[src/rtl/imem_loader_pkg.sv]
// Shared definitions for the instruction-memory program loader.
package imem_loader_pkg;

    localparam int ADDR_W  = 12;
    localparam int INSTR_W = 19;
    localparam int BYTE_W  = 8;

    // Upper bits of the first byte of each word must be zero.
    localparam logic [4:0] FRAME_HI = 5'b0;

    typedef enum logic [2:0] {
        S_IDLE,
        S_B0,
        S_B1,
        S_B2,
        S_WRITE
    } state_t;

endpackage

[src/rtl/loader_word_asm.sv]
// Assembles a 19-bit instruction word from three MSB-first stream bytes and
// flags a malformed first byte.
module loader_word_asm
    import imem_loader_pkg::*;
(
    input  logic        clk,
    input  logic        rst,
    input  logic        i_clr,
    input  logic        i_load,
    input  logic [1:0]  i_idx,
    input  logic [7:0]  i_byte,
    output logic [18:0] o_word_next,
    output logic        o_frame_err
);

    logic [18:0] r_word;
    logic [18:0] w_next;

    // o_word_next already contains the byte being loaded, so the caller can
    // capture the complete word on the same edge the last byte arrives.
    always_comb begin
        w_next = r_word;
        if (i_load) begin
            case (i_idx)
                2'd0:    w_next[18:16] = i_byte[2:0];
                2'd1:    w_next[15:8]  = i_byte;
                default: w_next[7:0]   = i_byte;
            endcase
        end
    end

    always_ff @(posedge clk or negedge rst) begin
        if (!rst) begin
            r_word <= '0;
        end else if (i_clr) begin
            r_word <= '0;
        end else if (i_load) begin
            r_word <= w_next;
        end
    end

    assign o_word_next = w_next;
    assign o_frame_err = i_load && (i_idx == 2'd0) && (i_byte[7:3] != FRAME_HI);

endmodule

[src/rtl/imem_loader.sv]
// Program loader: writes a framed byte stream into instruction memory as
// 19-bit words at consecutive addresses while holding the core stalled.
module imem_loader #(
    parameter int ADDR_W  = imem_loader_pkg::ADDR_W,
    parameter int INSTR_W = imem_loader_pkg::INSTR_W,
    parameter int BYTE_W  = imem_loader_pkg::BYTE_W
) (
    input  logic               clk,
    input  logic               rst,
    input  logic               start,
    input  logic [ADDR_W-1:0]  base_addr,
    input  logic [ADDR_W-1:0]  n_words_m1,
    input  logic [BYTE_W-1:0]  in_data,
    input  logic               in_valid,
    output logic               in_ready,
    output logic               imem_we,
    output logic [ADDR_W-1:0]  imem_addr,
    output logic [INSTR_W-1:0] imem_wdata,
    output logic               cpu_hold,
    output logic               busy,
    output logic               done,
    output logic               err
);

    import imem_loader_pkg::*;

    state_t              r_state;
    logic [ADDR_W-1:0]   r_addr;
    logic [ADDR_W-1:0]   r_rem;
    logic [ADDR_W-1:0]   r_imem_addr;
    logic [INSTR_W-1:0]  r_wdata;
    logic                r_ready;
    logic                r_we;
    logic                r_busy;
    logic                r_done;
    logic                r_err;

    logic                w_xfer;
    logic                w_start;
    logic [1:0]          w_idx;
    logic [INSTR_W-1:0]  w_word_next;
    logic                w_frame_err;

    assign w_xfer  = in_valid && r_ready;
    assign w_start = (r_state == S_IDLE) && start;

    always_comb begin
        w_idx = 2'd0;
        case (r_state)
            S_B1:    w_idx = 2'd1;
            S_B2:    w_idx = 2'd2;
            default: w_idx = 2'd0;
        endcase
    end

    loader_word_asm u_asm (
        .clk         (clk),
        .rst         (rst),
        .i_clr       (w_start),
        .i_load      (w_xfer),
        .i_idx       (w_idx),
        .i_byte      (in_data),
        .o_word_next (w_word_next),
        .o_frame_err (w_frame_err)
    );

    always_ff @(posedge clk or negedge rst) begin
        if (!rst) begin
            r_state     <= S_IDLE;
            r_addr      <= '0;
            r_rem       <= '0;
            r_imem_addr <= '0;
            r_wdata     <= '0;
            r_ready     <= 1'b0;
            r_we        <= 1'b0;
            r_busy      <= 1'b0;
            r_done      <= 1'b0;
            r_err       <= 1'b0;
        end else begin
            r_we   <= 1'b0;
            r_done <= 1'b0;
            case (r_state)
                S_IDLE: begin
                    if (start) begin
                        r_addr  <= base_addr;
                        r_rem   <= n_words_m1;
                        r_err   <= 1'b0;
                        r_busy  <= 1'b1;
                        r_ready <= 1'b1;
                        r_state <= S_B0;
                    end
                end
                S_B0: begin
                    if (w_xfer) begin
                        if (w_frame_err) begin
                            r_err   <= 1'b1;
                            r_busy  <= 1'b0;
                            r_ready <= 1'b0;
                            r_state <= S_IDLE;
                        end else begin
                            r_state <= S_B1;
                        end
                    end
                end
                S_B1: begin
                    if (w_xfer) r_state <= S_B2;
                end
                S_B2: begin
                    if (w_xfer) begin
                        r_ready     <= 1'b0;
                        r_we        <= 1'b1;
                        r_imem_addr <= r_addr;
                        r_wdata     <= w_word_next;
                        r_state     <= S_WRITE;
                    end
                end
                S_WRITE: begin
                    if (r_rem == '0) begin
                        r_done  <= 1'b1;
                        r_busy  <= 1'b0;
                        r_state <= S_IDLE;
                    end else begin
                        r_addr  <= r_addr + 1'b1;
                        r_rem   <= r_rem - 1'b1;
                        r_ready <= 1'b1;
                        r_state <= S_B0;
                    end
                end
                default: begin
                    r_ready <= 1'b0;
                    r_busy  <= 1'b0;
                    r_state <= S_IDLE;
                end
            endcase
        end
    end

    assign in_ready   = r_ready;
    assign imem_we    = r_we;
    assign imem_addr  = r_imem_addr;
    assign imem_wdata = r_wdata;
    assign cpu_hold   = r_busy;
    assign busy       = r_busy;
    assign done       = r_done;
    assign err        = r_err;

endmodule

[config.mk]
export PLATFORM = sky130hd
export DESIGN_NAME = imem_loader
export DESIGN_NICKNAME = d
export VERILOG_FILES = /design/src/rtl/imem_loader_pkg.sv /design/src/rtl/loader_word_asm.sv /design/src/rtl/imem_loader.sv
export SDC_FILE = /design/constraint.sdc
export NUM_CORES = 1
export LEC_CHECK = 0
export CAP_MARGIN = 15
export CORE_UTILIZATION = 45
export CTS_CLUSTER_SIZE = 20
export DETAILED_ROUTE_END_ITERATION = 8
export PLACE_DENSITY = 0.74
export SYNTH_ARGS = -nofsm -noshare
export SYNTH_HDL_FRONTEND = slang
export SYNTH_SLANG_ARGS = --single-unit
[constraint.sdc]
create_clock -name clk -period 5.3 [get_ports clk]
set_input_delay 0.53 -clock clk [delete_from_list [all_inputs] [get_ports clk]]
set_output_delay 0.53 -clock clk [all_outputs]
set_load 0.01 [all_outputs]
==> flow_summary_export.csv, run 1 <==
group,metric,value,unit
floorplanning,ioPinCount,73,
timing,final_period_minus_worst_setup_slack,2.71,ns
grt,globalRouteMet3Util,4.19,%
grt,global_route_wire_length_before_repair,15300,um
logic_synthesis,synth-main-ff-cell,"sky130_fd_sc_hd__dfrtp_1",
logic_synthesis,synth_seq_area_share,51.4,%
clock_network,clock_tree_from_tritoncts,"yes",
grt,m2_gr_usage,35.5,%
clock_network,postCtsSetupBuffers,0,
logic_synthesis,synthesis.yosys.warnings,0,
worst_setup_path,rrSetupSlack,2.59,ns
clock_network,clock_sinks,74,
floorplanning,placementRows,32,
timing,layout_setup_ws,2.59,ns
cells_and_area,syn_to_final_growth,26.8,%
clock_network,numCtsBuffers,9,
timing,setup_viol_count_final,0,
worst_setup_path,regToRegEndpoint,"r_addr[11]",
route,ant_nets,0,
timing,slew_violations,0,
worst_setup_path,r2r-start,"r_state[2]",
clock_network,htreeDepth,3,
min_path,worst_hold_path_type,"in2async",
flow_run,maxCapViolCount,0,
timing,worst-slew-pin-transition,0.922,ns
clock_network,clock_tree.root_cell,"sky130_fd_sc_hd__clkbuf_8",
worst_setup_path,r2r.worst_path.cells,4,
logic_synthesis,async_flop_share,100,%
place,preCtsSetupSlack,2.55,ns
clock_network,clkTransAtPathRegs,0.08,ns
floorplanning,die-width,91.5,um
cells_and_area,drive_above_1_share,6.79,%
cells_and_area,post-route-util,59.1,%
worst_setup_path,critical_path_required,5.49,ns
logic_synthesis,synth_area_per_cell,8.92,um2
grt,antenna_found_initial,0,
floorplanning,initial_utilization,46.6,%
logic_synthesis,synth-edff-count,0,
route,detail_route.iter0.violations,267,
cells_and_area,finalNetCount,505,
logic_synthesis,netlist_instances,404,
timing,hold_viol,0,
grt,grt_overflow_total,0,
place,dp.final_hpwl,6210,um
worst_setup_path,kind_of_end_point_of_the_critical_path,"flip-flop",
grt,met1_layer_usage_reported_by_global_route,33.0,%
timing,maxSlewHeadroom,38.6,%
clock_network,post_cts_resized,0,
grt,globalRouteTotalUtil,23.2,%
status,run_status,"finished, final reports clean",
worst_setup_path,crit_fanout,21,
place,detailed_place.area,4360,um2
logic_synthesis,synth_fp_nets,443,
floorplanning,design.die.area,8370,um2
place,buffer_ports.inserted,72,
floorplanning,floorplan.core_area,7730,um2
power_and_ir_drop,power.ir.vdd_worst,0.224,mV
power_and_ir_drop,power_leakage,1.99,nW
clock_network,clk_path_buf_depth,2,
logic_synthesis,netlist-cell-type-count,55,
logic_synthesis,synth-seq-cells,74,
cells_and_area,num_antenna_cells,0,
clock_network,clk_lat_worst_skew,0.34,ns
timing,rsz0062_at_grt,"no",
power_and_ir_drop,power.density_cell_area,457,nW/um2
route,drt_wl_total,9060,um
timing,fin_hold_ws,0.389,ns
timing,finalClockSkew,0.00506,ns
timing,timing.setup.tns,0,ns
logic_synthesis,mappedNetlistArea,3600,um2
route,drc,0,
worst_setup_path,cp-start-kind,"flip-flop",
place,place_congestion,0.879,
timing,max_freq,0.369,GHz
grt,first_global_vias,3131,
route,routed_via_density,5.63,
floorplanning,chipHeight,91.5,um
worst_setup_path,timing.critical_path.arrival,2.90,ns
timing,layout_worst_path_cycle_share,51.2,%
grt,grt_most_used_layer,"met2",
route,route.detailed.wl_per_inst,15.8,um
grt,grt_max_degree,75,
cells_and_area,stdcell_area,4570,um2
clock_network,cts_hold_buffers,0,
route,detailroute.via_count,3226,
worst_setup_path,crit_type,"reg2reg",
route,detail_route.first_pass.iterations,5,
==> synth_stat cells, drive strengths merged (3+ instances only) <==
master / number / area share [%]
a211oi: 3 / 0.63
a21oi: 13 / 1.8
a22o: 4 / 0.97
a31oi: 12 / 2.4
buf: 10 / 1.9
clkbuf: 16 / 1.7
dfrtp: 74 / 51
ha: 3 / 1.0
inv: 11 / 1.1
mux2i: 4 / 1.1
nand2: 122 / 13
nand3: 12 / 1.7
nand4: 4 / 0.69
nor2: 16 / 1.7
nor3: 9 / 1.3
nor4: 3 / 0.94
o211ai: 3 / 0.63
o21ai: 27 / 3.8
o22ai: 3 / 0.52
o31ai: 11 / 2.3
o32ai: 4 / 0.97
or2: 3 / 0.52
or3: 3 / 0.56
or4: 6 / 1.4
==> how the worst max path moves through the flow <==
stage / from / end / slack [ns] / depth (start not counted)
final: r_state[2] / r_addr[11] / 2.59 / 4
after global routing: r_state[2] / r_addr[11] / 2.46 / 4
after CTS: r_state[2] / r_addr[11] / 2.62 / 4
after detailed placement: in_valid / imem_wdata[8] / 2.55 / 7
after global placement: in_valid / imem_addr[6] / 2.63 / 7
after floorplan: r_rem[0] / r_rem[0] / 3.06 / 9
==> metal layers <==
layer | part of all wire [%] | wire [um]
met1 | 44 | 4000
met4 | 1.0 | 91
met2 | 48 | 4360
met5 | 0 | 0
met3 | 6.6 | 602
==> per-stage QoR <==
stage          power (mW)  std cells
2_1_floorplan        1.29        404
3_3_place_gp         1.60        557
3_5_place_dp         1.62        557
4_1_cts              2.09        573
5_1_grt              2.22        573
6_report             2.09        573
==> flip-flops by register name (all words and copies together) (netlist names) <==
name and cells:
imem_wdata 19, imem_addr 12, r_addr 12, r_rem 12
u_asm.r_word 11, r_state 3, busy 1, done 1
err 1, imem_we 1, in_ready 1
==> final cells by class <==
cell class                 count  area (um2)
sequential                    74        1850
fill                         674        3160
tap                          102         128
multi-input combinational    292        1580
clock inverter                 5        78.8
inverter                      12        45.0
clock buffer                  11         131
timing repair buffer          77         753
==> critical path: stages (launching register included) <==
cell	delay [ns]
sky130_fd_sc_hd__dfrtp_1	0.77
sky130_fd_sc_hd__or3b_1	0.74
sky130_fd_sc_hd__or4_1	0.67
sky130_fd_sc_hd__o32ai_1	0.26
sky130_fd_sc_hd__a21oi_1	0.11
==> cell families (layout without fill, tap and decap cells) <==
kind of cell / Yosys count / after routing / share of synthesized area, %
and+or+nand+nor: 190 / 190 / 23.9
muxes: 5 / 5 / 1.42
DFF: 74 / 74 / 51.4
adders and majority gates: 3 / 3 / 1.04
AOI/OAI and AO/OA: 93 / 93 / 17.2
buffers and inverters: 38 / 105 / 4.83
xor gates and xnor gates: 1 / 1 / 0.243
==> power breakdown <==
| group | internal, mW | total, mW | switching [mW] |
|---|---|---|---|
| registers | 0.747 | 0.940 | 0.194 |
| logic | 0.328 | 0.677 | 0.349 |
| clock network | 0.265 | 0.472 | 0.207 |
| total | 1.34 | 2.09 | 0.749 |
==> placed cells by master, fill, tap and decap left out, types with 5 or more instances in the layout <==
cell type,instances
sky130_fd_sc_hd__or4_1,5
sky130_fd_sc_hd__nor2_1,15
sky130_fd_sc_hd__clkdlybuf4s50_1,71
sky130_fd_sc_hd__clkbuf_8,9
sky130_fd_sc_hd__nand2_1,122
sky130_fd_sc_hd__dfrtp_1,74
sky130_fd_sc_hd__buf_4,5
sky130_fd_sc_hd__inv_1,11
sky130_fd_sc_hd__a31oi_1,10
sky130_fd_sc_hd__o31ai_1,11
sky130_fd_sc_hd__a21oi_1,13
sky130_fd_sc_hd__o21ai_0,26
sky130_fd_sc_hd__nand3_1,12
sky130_fd_sc_hd__nor3_1,9
Note: power is estimated with default switching activity, not from simulation.
==> run 2: changes to the inputs <==
Settings changed: PLACE_DENSITY 0.74 to 0.77.
Clock period 5.3 ns to 2.19 ns, I/O delays scaled along.
==> flow_summary_export.csv, run 2 (synthesis results as in run 1) <==
group,metric,value,unit
floorplanning,floorplan.core_area,7730,um2
cells_and_area,syn_to_final_growth,33.1,%
worst_setup_path,cp-start-kind,"flip-flop",
cells_and_area,num_antenna_cells,0,
worst_setup_path,rrSetupSlack,0.12,ns
grt,grt_overflow_total,0,
timing,hold_viol,0,
cells_and_area,stdcell_area,4790,um2
cells_and_area,largest_reg_flops,19,
timing,worst-slew-pin-transition,0.729,ns
route,detail_route.iter0.violations,165,
flow_run,maxCapViolCount,0,
clock_network,clock_tree.root_cell,"sky130_fd_sc_hd__clkbuf_8",
grt,antenna_found_initial,0,
route,drc,0,
clock_network,clk_lat_worst_skew,0.35,ns
worst_setup_path,r2r.worst_path.cells,7,
place,preCtsSetupSlack,-0.00699,ns
worst_setup_path,kind_of_end_point_of_the_critical_path,"flip-flop",
grt,grt_max_degree,75,
status,run_status,"finished, final reports clean",
worst_setup_path,crit_fanout,5,
cells_and_area,drive_above_1_share,12.1,%
timing,layout_worst_path_cycle_share,94.7,%
clock_network,htreeDepth,3,
place,place_congestion,0.878,
floorplanning,ioPinCount,73,
power_and_ir_drop,total_power,5.18,mW
worst_setup_path,crit_type,"reg2reg",
power_and_ir_drop,power.density_cell_area,1080,nW/um2
timing,max_freq,0.482,GHz
floorplanning,die-width,91.5,um
cells_and_area,mostFrequentLayoutCell,"sky130_fd_sc_hd__nand2_1",
timing,finalClockSkew,0.0110,ns
worst_setup_path,critPathLaunch,"r_rem[0]",
cells_and_area,finalNetCount,530,
cells_and_area,layout.cells.most_common_list,"sky130_fd_sc_hd__nand2_1 (122), sky130_fd_sc_hd__dfrtp_1 (74), sky130_fd_sc_hd__clkdlybuf4s50_1 (71)",
floorplanning,initial_utilization,46.6,%
worst_setup_path,r2r-start,"r_rem[0]",
clock_network,clkTransAtPathRegs,0.08,ns
min_path,worst_hold_path_type,"in2async",
place,buffer_ports.inserted,72,
timing,fin_hold_ws,0.427,ns
timing,final_period_minus_worst_setup_slack,2.07,ns
grt,globalRouteTotalUtil,23.3,%
clock_network,clk_path_buf_depth,2,
worst_setup_path,critical_path_required,2.39,ns
place,detailed_place.area,4540,um2
timing,layout_setup_ws,0.116,ns
grt,first_global_vias,3127,
route,drt_wl_total,9050,um
route,ant_nets,0,
timing,rsz0062_at_grt,"no",
route,route.detailed.wl_per_inst,15.1,um
cells_and_area,n_fill_cell,672,
clock_network,clock_tree_from_tritoncts,"yes",
place,dp.final_hpwl,6400,um
timing,setup_viol_count_final,0,
power_and_ir_drop,power_leakage,2.12,nW
route,detailroute.via_count,3310,
grt,global_route_wire_length_before_repair,15300,um
timing,slew_violations,0,
timing,maxSlewHeadroom,51.1,%
floorplanning,placementRows,32,
worst_setup_path,cp-endpoint,"r_rem[8]",
floorplanning,design.die.area,8370,um2
worst_setup_path,timing.critical_path.arrival,2.28,ns
floorplanning,chipHeight,91.5,um
route,routed_via_density,5.54,
route,detail_route.first_pass.iterations,4,
power_and_ir_drop,power.ir.vdd_worst,0.529,mV
worst_setup_path,regToRegEndpoint,"r_rem[8]",
clock_network,numCtsBuffers,9,
clock_network,clock_sinks,74,
[run 2: through the flow]
step | cells | util, % | setup TNS (ns)
finish | 598 | 62.0 | 0
global route | 598 | 62.0 | 0
CTS | 598 | 62.0 | 0
detailed placement | 578 | 58.8 | -0.00699
global placement | 578 | 58.8 | 0
floorplan | 404 | - | 0
[run 2: power breakdown]
group	internal (mW)	switching, mW
clock	0.559	0.519
sequential	1.81	0.357
combinational	0.955	0.983
total	3.32	1.86
[run 2: how the worst min path moves through the flow]
stage | to | cells past startpoint
3_5_place_dp | imem_we | 2
3_3_place_gp | imem_we | 2
2_1_floorplan | busy | 0
6_report | imem_we | 3
4_1_cts | r_addr[3] | 3
5_1_grt | r_addr[3] | 3
[run 2: worst max-delay path: stages, from the launching register on]
cell and delay [ns]:
sky130_fd_sc_hd__dfrtp_1 0.39, sky130_fd_sc_hd__inv_2 0.08, sky130_fd_sc_hd__ha_1 0.13, sky130_fd_sc_hd__or4b_4 0.48
sky130_fd_sc_hd__or4_4 0.48, sky130_fd_sc_hd__buf_4 0.18, sky130_fd_sc_hd__a31oi_1 0.12, sky130_fd_sc_hd__a21oi_1 0.06
[run 2: layout make-up]
class	count	area (um2)	share of cell area, %
Clock buffer	10	138	2.87
Tap cell	102	128	2.66
Sequential cell	74	1850	38.6
Timing Repair Buffer	102	981	20.5
Clock inverter	6	65.1	1.36
Multi-Input combinational cell	292	1590	33.1
Inverter	12	45.0	0.940
[run 2: metal layers]
| metal | GRT usage [%] | wire, um | vias to the layer above | part of all wire (%) |
|---|---|---|---|---|
| met5 | 0 | 0 | - | 0 |
| met4 | 8.60 | 149 | 0 | 1.6 |
| met3 | 3.60 | 503 | 16 | 5.6 |
| met2 | 36.2 | 4190 | 123 | 46 |
| met1 | 32.9 | 4210 | 1586 | 47 |
| li1 | - | - | 1585 | - |
[run 2: repair_timing]
| item | in CTS | in global routing |
|---|---|---|
| setup buffers | 3 | 0 |
| pin swaps | 1 | 1 |
| hold buffers | 1 | 0 |
| gates resized for setup | 1 | 0 |
| endpoints found under the setup margin | 1 | 12 |
| endpoints found under the hold margin | 74 | 0 |
